`src/rtl/bus_capture_fifo_pkg.sv`:
```
// Shared bus constants for the capture FIFO slice.
package bus_capture_fifo_pkg;
  localparam int BUS_WIDTH     = 16;
  localparam int CAPTURE_DEPTH = 4;
endpackage

```
`src/rtl/bus_capture_fifo.sv`:
```
// First-word-fall-through capture FIFO for a shared bus, with sticky
// overflow/underflow flags. Storage is not reset; q is only meaningful while non-empty.
module bus_capture_fifo
  import bus_capture_fifo_pkg::*;
#(
  parameter int WIDTH = BUS_WIDTH,
  parameter int DEPTH = CAPTURE_DEPTH
) (
  input  logic                     clk,
  input  logic                     reset,
  input  logic [WIDTH-1:0]         DATA,
  input  logic                     load,
  input  logic                     pop,
  input  logic                     clear_err,
  output logic [WIDTH-1:0]         q,
  output logic                     empty,
  output logic                     full,
  output logic [$clog2(DEPTH):0]   count,
  output logic                     overflow,
  output logic                     underflow
);
  localparam int PW = $clog2(DEPTH);
  localparam int CW = PW + 1;

  logic [WIDTH-1:0] mem [DEPTH];
  logic [PW-1:0]    wr_ptr, rd_ptr;
  logic             do_load, do_pop, ovf_evt, unf_evt;

  assign empty = (count == '0);
  assign full  = (count == CW'(DEPTH));
  assign q     = mem[rd_ptr];

  // A pop on a full FIFO frees the slot the simultaneous load needs.
  assign do_pop  = pop && !empty;
  assign do_load = load && (!full || pop);
  assign ovf_evt = load && full && !pop;
  assign unf_evt = pop && empty;

  always_ff @(posedge clk) begin
    if (do_load && !reset) mem[wr_ptr] <= DATA;
  end

  always_ff @(posedge clk) begin
    if (reset) begin
      wr_ptr    <= '0;
      rd_ptr    <= '0;
      count     <= '0;
      overflow  <= 1'b0;
      underflow <= 1'b0;
    end else begin
      if (do_load) wr_ptr <= wr_ptr + PW'(1);
      if (do_pop)  rd_ptr <= rd_ptr + PW'(1);
      if (do_load && !do_pop)      count <= count + CW'(1);
      else if (do_pop && !do_load) count <= count - CW'(1);
      // New events win over a same-cycle clear.
      overflow  <= ovf_evt || (overflow  && !clear_err);
      underflow <= unf_evt || (underflow && !clear_err);
    end
  end
endmodule

```
`config.mk`:
```
export PLATFORM = sky130hd
export DESIGN_NAME = bus_capture_fifo
export DESIGN_NICKNAME = d
export VERILOG_FILES = /design/src/rtl/bus_capture_fifo_pkg.sv /design/src/rtl/bus_capture_fifo.sv
export SDC_FILE = /design/constraint.sdc
export NUM_CORES = 1
export LEC_CHECK = 0
export CORE_ASPECT_RATIO = 1.75
export CORE_UTILIZATION = 53
export DETAILED_ROUTE_END_ITERATION = 12
export PLACE_DENSITY = 0.88
export RECOVER_POWER = 25
export SLEW_MARGIN = 30
export SYNTH_ARGS = -nofsm -noshare
export SYNTH_HDL_FRONTEND = slang
export SYNTH_SLANG_ARGS = --single-unit
```
`constraint.sdc`:
```
create_clock -name clk -period 2.9 [get_ports clk]
set_input_delay 0.435 -clock clk [delete_from_list [all_inputs] [get_ports clk]]
set_output_delay 0.435 -clock clk [all_outputs]
set_load 0.02 [all_outputs]
```
Yosys cells after proc, flatten, opt, wreduce, memory -nomap -nowiden
Memories as Yosys holds them, arrays and structs flattened. A register that Yosys moved wholly into a read port is not among the register bits. Index checks and enable logic that the tools add are counted.

Add/subtract/negate cells: 4. Eq/ne operators: 1. Multiplexer cells: 6. Reduce and logical (&&, ||, !) cells: 22.

Operator list (number): $logic_and 1x1->1 (10); $logic_not 1->1 (7); $mux 3 (2); $add 2x1->2 const B (2); $mux 2 (2); $add 3x1->3 const B (1); $eq 3x3->1 const B (1); $logic_not 3->1 (1); $logic_or 1x1->1 (3); $sub 3x1->3 const B (1); $mux 1 (2); $reduce_bool 2->1 (1).

Register bits: 9. Memory bits (writable): 64. Input bits: 21. Output and inout bits: 23. Word-level logic and storage cells: 39. Memories kept: 1.

Memory list: mem (words 4, bits a word 16, rd ports 1, clocked after memory_dff 1, write ports 1, RTL line bus_capture_fifo.sv:25) `logic [WIDTH-1:0] mem [DEPTH];`.

Depth between registers and ports, before layout
Gate-level depths: netlist of the first run.

Depth after elaboration: 8. Depth in mapped cells: 9. Gate-level depth less buffers: 9.

Worst setup path before layout of the first run
OpenSTA, ideal clock, no wires.

Path kind: reg2reg. From: register count[0]. To: memory mem[0][0] in the netlist's numbering (enable). Library setup time: 0.413 ns. Arrival time: 2.119 ns. Data required time: 2.487 ns. Slack: 0.368 ns. Stages on the path, launching flop included: 4. Buffers on the path: 0. Clock period less this slack: 2.532 ns. Path through: dfxtp_1 > nor4b_2 > nand2b_4 > nor3b_1.

Longest elaborated chain between the ends: 7.

RTL lines: start: declaration (RTL line bus_capture_fifo.sv:18) `output logic [$clog2(DEPTH):0] count,`; start signal: assignment (RTL line bus_capture_fifo.sv:53) `if (do_load && !do_pop) count <= count + CW'(1);`; start signal: assignment (RTL line bus_capture_fifo.sv:54) `else if (do_pop && !do_load) count <= count - CW'(1);`; $eq 3x3->1 (RTL line bus_capture_fifo.sv:30) `assign full = (count == CW'(DEPTH));`; $logic_not 1->1 (RTL line bus_capture_fifo.sv:35) `assign do_load = load && (!full || pop);`; $logic_or 1x1->1 (RTL line bus_capture_fifo.sv:35); $logic_and 1x1->1 (RTL line bus_capture_fifo.sv:35); $logic_and 1x1->1 (RTL line bus_capture_fifo.sv:40) `if (do_load && !reset) mem[wr_ptr] <= DATA;`; $mux 1 (RTL line bus_capture_fifo.sv:40); $mux 1 (implied by the code) (RTL line bus_capture_fifo.sv:40); end: declaration (RTL line bus_capture_fifo.sv:25).

Every way passes these cells.

==> results of run 1 <==
## cell families after synthesis
group | share of synthesized area
AO/OA/AOI/OAI | 0.0127
multiplexers | 0.138
flip-flops | 0.747
adder cells (fa/ha/maj) | 0.0288
XOR/XNOR | 0.0122
AND/OR/NAND/NOR | 0.0476
buffers and inverters | 0.0140
## routing by layer
layer / vias up / track usage / routed length, microns
li1: 668 / - / -
met1: 738 / 0.208 / 1870
met2: 51 / 0.324 / 2690
met3: 11 / 0.0520 / 215
met4: 0 / 0.116 / 140
met5: - / 0 / 0
## metrics by stage
step | worst slack, ns | util
global placement | 0.340 | 0.652
floorplan | 0.368 | -
finish | 0.255 | 0.686
CTS | 0.191 | 0.686
detailed placement | 0.108 | 0.652
global route | 0.126 | 0.686
## cell type report
type / count / area, sq um
Clock buffer: 10 / 138
Timing Repair Buffer: 50 / 495
Clock inverter: 6 / 40.0
Multi-Input combinational cell: 57 / 706
Inverter: 4 / 15.0
Fill cell: 346 / 1650
Tap cell: 55 / 68.8
Sequential cell: 75 / 2140
## sequential cells by signal (all words and copies together) (netlist names), named ones only
name,flops
mem,64
count,3
rd_ptr,2
wr_ptr,2
overflow,1
underflow,1
## worst register-to-register path, stage by stage, from the launching register on
cell and delay (ns):
dfxtp_1 0.52, nor4b_2 0.11, nand2b_4 0.19, inv_2 0.11
ha_1 0.21, inv_1 0.07, fa_1 0.40, xor2_1 0.17
or3_1 0.32, a21oi_1 0.17
## cells in the final DEF (no fill, tap or decap), types with 4 or more instances in the layout
cell,instances
nor2_1,9
clkbuf_8,10
dlygate4sd3_1,10
ha_1,5
dfxtp_1,11
mux4_2,16
nor3b_2,4
buf_4,6
xor2_1,4
clkdlybuf4s50_1,33
edfxtp_1,64
## worst paths after layout
| kind | startpoint | endpoint | slack (ns) | cells past startpoint |
|---|---|---|---|---|
| worst max register to register | count[0]$_SDFFE_PP0P_ | count[2]$_SDFFE_PP0P_ | 0.54 | 9 |
| worst min-delay path | rd_ptr[0]$_SDFFE_PP0P_ | register | 0.54 | 2 |
| worst max-delay path | register | q[15] | 0.25 | 3 |
| worst min register to register | rd_ptr[0]$_SDFFE_PP0P_ | register | 0.54 | 2 |
## power groups by stage
| stage | logic (mW) | registers (mW) | clock network [mW] |
|---|---|---|---|
| 2_1_floorplan | 0.534 | 1.36 | 0 |
| 4_1_cts | 0.897 | 1.36 | 0.710 |
| 5_1_grt | 0.942 | 1.38 | 0.758 |
| 3_5_place_dp | 0.894 | 1.39 | 0 |
| 6_report | 0.886 | 1.36 | 0.694 |
| 3_3_place_gp | 0.864 | 1.37 | 0 |
==> flow_summary.ini, run 1 <==
[global_route]
grt_pass1_wl_mm = 7.66
track_usage = 0.191
overflow = 0
grt_pass1_vias = 1588
grt_max_degree = 17
grt_antenna_before_repair = 0

[logic_synthesis]
synth_cell_type_count = 25
yosys.area.top_type = edfxtp_1
synth.cell_area_sq_um = 2870
yosysWarnings = 0
async_flop_share = 0
yosysTopAreaCellShare = 0.670
yosysMostFrequentCell = edfxtp_1
synth_edf_count = 64
synthTopCellsByArea = edfxtp_1, mux4_2, dfxtp_1
synth-seq-cells = 75
syn_inst = 141
synthFlopType = edfxtp_1
synth_fp_nets = 168
seq_area_frac_synth = 0.747
syn_area_per_cell_sq_um = 20.3
synth_commonest_cells = edfxtp_1, mux4_2, dfxtp_1

[drt]
drt_iter0_drc = 42
viasPerCell = 5.71
ant_nets = 0
vias = 1468
wl_per_cell_microns = 19.1
drcViolationCount = 4
drt_wl_total_mm = 4.91
drt-pass1-iter-count = 8

[floorplanning]
io_pins = 44
initial_utilization = 0.546
rows = 35
die_area_sq_um = 5720
die_width_microns = 57.6
die_h_microns = 99.3
core_area_sq_um = 5260

[cts]
clockRootBuffer = clkbuf_8
post-cts-setup-buffer-count = 0
htree_levels = 3
cts_resized = 0
cts_tree = done
path_clk_slew_ns = 0.07
hold_buffers = 0
cts_buffers = 9
clk_path_buf_depth = 2
insertion_delay_ns = 0.33
clock-sinks = 75

[critical_path]
critical_path_class = register to primary output
required_ns = 2.47
crit_fanout = 11
cp_top_family = buffers and inverters
cp.arrival_ns = 2.21
crit_path_cell_trace = buf_12, mux4_2, clkdlybuf4s50_1
worst-path-buf-inv = 2
crit_slowest_cell = dfxtp_1
crit_path_start_kind = register
worst_setup_path_end_kind = primary output
critPathMaxStageDelay_ns = 0.59

[cells_and_area]
area_growth_pct = 25.7
antenna_cells = 0
num-nets-final = 224
stdcell_count = 257
final_area_sq_um = 3600
drive_gt1_frac = 0.233

[place]
hpwlAfterDp_mm = 3.48
place_area_sq_um = 3430
io_buffer_count = 43
gp_congestion = 0.749
place_inst = 241

[pwr]
cellInternalPower_mw = 2.07
p_seq_frac = 0.463
p_sw_frac = 0.295
pwr-share-clk = 0.236
combPwrFrac = 0.301
power.density_nw_per_um2 = 816
p_total_mw = 2.94
switchingPower_mw = 0.867
vdd_drop_max_v = 0.000593
leakagePower_nw = 1.21

[run_status]
violations = DRC
status = finished, violations left

[run]
drv_cap = 0

[timing]
clock_skew_ns = 0.00587
fmax_ghz = 0.378
hold_viol = 0
rsz0062_at_grt = no
finalCritPeriodShare = 0.912
slew_headroom = 0.482
layout_min_cycle_time_ns = 2.65
finalSetupViolCount = 0
drv_slew = 0
whs_ns = 0.542
worst_slew_pin_slew_ns = 0.775
fin_tns_setup_ns = 0

[hold_path]
hold_class = register to register
(Power assumes the default switching activity.)
==> run 2, diff against run 1 <==
--- a/config.mk
+++ b/config.mk
@@ -6,9 +6,10 @@
 export NUM_CORES = 1
 export LEC_CHECK = 0
 export CORE_ASPECT_RATIO = 1.75
-export CORE_UTILIZATION = 53
+export CORE_UTILIZATION = 61
 export DETAILED_ROUTE_END_ITERATION = 12
-export PLACE_DENSITY = 0.88
+export DONT_BUFFER_PORTS = 1
+export PLACE_DENSITY = 0.86
 export RECOVER_POWER = 25
 export SLEW_MARGIN = 30
 export SYNTH_ARGS = -nofsm -noshare
==> run 2 against run 1 <==
Compared with the run above: the run now ends clean; non-clock buffer count shrank 45; worst setup slack improved by 0.26 ns; wire length down 16%; largest power group unchanged; critical path type is now register to register; first-iteration DRC count decreased by 57%; fmax up 11%.
==> flow_summary.ini, run 2 (synthesized netlist as in run 1, its figures left out) <==
[critical_path]
worst_setup_path_end_kind = register
critical_path_class = register to register
cp.arrival_ns = 2.64
required_ns = 3.16
crit_fanout = 8
crit_path_start_kind = register

[global_route]
track_usage = 0.204
overflow = 0
grt_max_degree = 17
grt_pass1_wl_mm = 6.66
grt_pass1_vias = 1411
grt_antenna_before_repair = 0

[drt]
ant_nets = 0
vias = 1288
drt_wl_total_mm = 4.15
drt_iter0_drc = 18
viasPerCell = 6.19
wl_per_cell_microns = 20.0
drcViolationCount = 0
drt-pass1-iter-count = 4

[timing]
clock_skew_ns = 0.00534
layout_min_cycle_time_ns = 2.38
drv_slew = 0
hold_viol = 0
fin_tns_setup_ns = 0
finalSetupViolCount = 0
rsz0062_at_grt = no
fmax_ghz = 0.420
slew_headroom = 0.499
worst_slew_pin_slew_ns = 0.746
whs_ns = 0.168
finalCritPeriodShare = 0.821

[cts]
clk_path_buf_depth = 2
path_clk_slew_ns = 0.07
clockRootBuffer = clkbuf_8
hold_buffers = 0
insertion_delay_ns = 0.33
cts_buffers = 9
post-cts-setup-buffer-count = 0
clock-sinks = 75
htree_levels = 3
cts_tree = done
cts_resized = 0

[floorplanning]
die_width_microns = 53.8
io_pins = 44
die_area_sq_um = 4990
core_area_sq_um = 4440
rows = 32
die_h_microns = 92.7
initial_utilization = 0.645

[cells_and_area]
final_common_cell = edfxtp_1
drive_gt1_frac = 0.268
num-nets-final = 179
final_cell_mix = edfxtp_1, mux4_2, clkbuf_8
regMostFlops = mem
largest_reg_flops = 64
fillers = 254
area_growth_pct = 10.6
antenna_cells = 0
top_regs = mem x64, count x3

[pwr]
vdd_drop_max_v = 0.000534
leakagePower_nw = 1.04
power.density_nw_per_um2 = 869

[run_status]
status = completed

[place]
io_buffer_count = 0
hpwlAfterDp_mm = 2.88
gp_congestion = 0.688

[run]
drv_cap = 0

[hold_path]
hold_class = input pin to register
==> run 2: cell count changes in the layout (fill, tap and decap cells not counted) <==
cell	previous run	this run
inv_6	1	0
clkinv_4	1	0
dlygate4sd3_1	10	0
clkbuf_8	10	12
clkdlybuf4s50_1	33	0
clkinv_2	3	0
clkinvlp_4	1	0
clkbuf_1	0	3
buf_4	6	5
buf_12	1	0
bufinv_16	0	1
==> run 2: worst paths after layout <==
path                     startpoint                     end  slack (ns)  cells past startpoint
min                           reset     overflow$_SDFF_PP0_        0.17                      1
max           count[0]$_SDFFE_PP0P_   count[2]$_SDFFE_PP0P_        0.52                      9
max reg2reg   count[0]$_SDFFE_PP0P_   count[2]$_SDFFE_PP0P_        0.52                      9
min reg2reg  rd_ptr[0]$_SDFFE_PP0P_  rd_ptr[0]$_SDFFE_PP0P_        0.54                      2
==> run 2: power breakdown <==
group	leakage (nW)	switching (mW)	internal, mW	total [mW]
Sequential	0.671	0.110	1.26	1.37
Combinational	0.263	0.339	0.253	0.592
Clock	0.104	0.328	0.469	0.797
==> run 2: area by class of cell <==
cell class / count / area [sq um] / area share
sequential: 75 / 2140 / 0.676
multi-input combinational: 57 / 706 / 0.223
clock buffer: 15 / 176 / 0.0556
tap: 51 / 63.8 / 0.0201
timing repair buffer: 5 / 37.5 / 0.0118
clock inverter: 1 / 30.0 / 0.00947
inverter: 4 / 15.0 / 0.00474
==> run 2: critical path: stages, from the launching register on <==
cell	delay, ns
dfxtp_1	0.62
nor4b_2	0.12
nand2b_4	0.20
inv_2	0.10
ha_1	0.18
inv_1	0.06
fa_1	0.38
xor2_1	0.17
or3_1	0.32
a21oi_1	0.15
==> run 2: through the flow <==
stage	instance area (sq um)	total power [mW]	setup slack (ns)	cells	utilization
after detailed placement	2960	1.99	0.539	192	0.667
final	3170	2.76	0.519	208	0.713
after global placement	2960	1.96	0.659	192	0.667
after global routing	3170	2.87	0.366	208	0.713
after floorplan	2870	1.89	0.368	141	-
after CTS	3170	2.78	0.507	208	0.713
==> run 2: per-layer routing <==
layer | part of all wire | wire length [microns] | track usage | up-vias
met2 | 0.54 | 2240 | 0.329 | 41
li1 | - | - | - | 577
met3 | 0.066 | 272 | 0.0805 | 9
met5 | 0 | 0 | 0 | -
met4 | 0.031 | 127 | 0.114 | 0
met1 | 0.36 | 1510 | 0.215 | 661
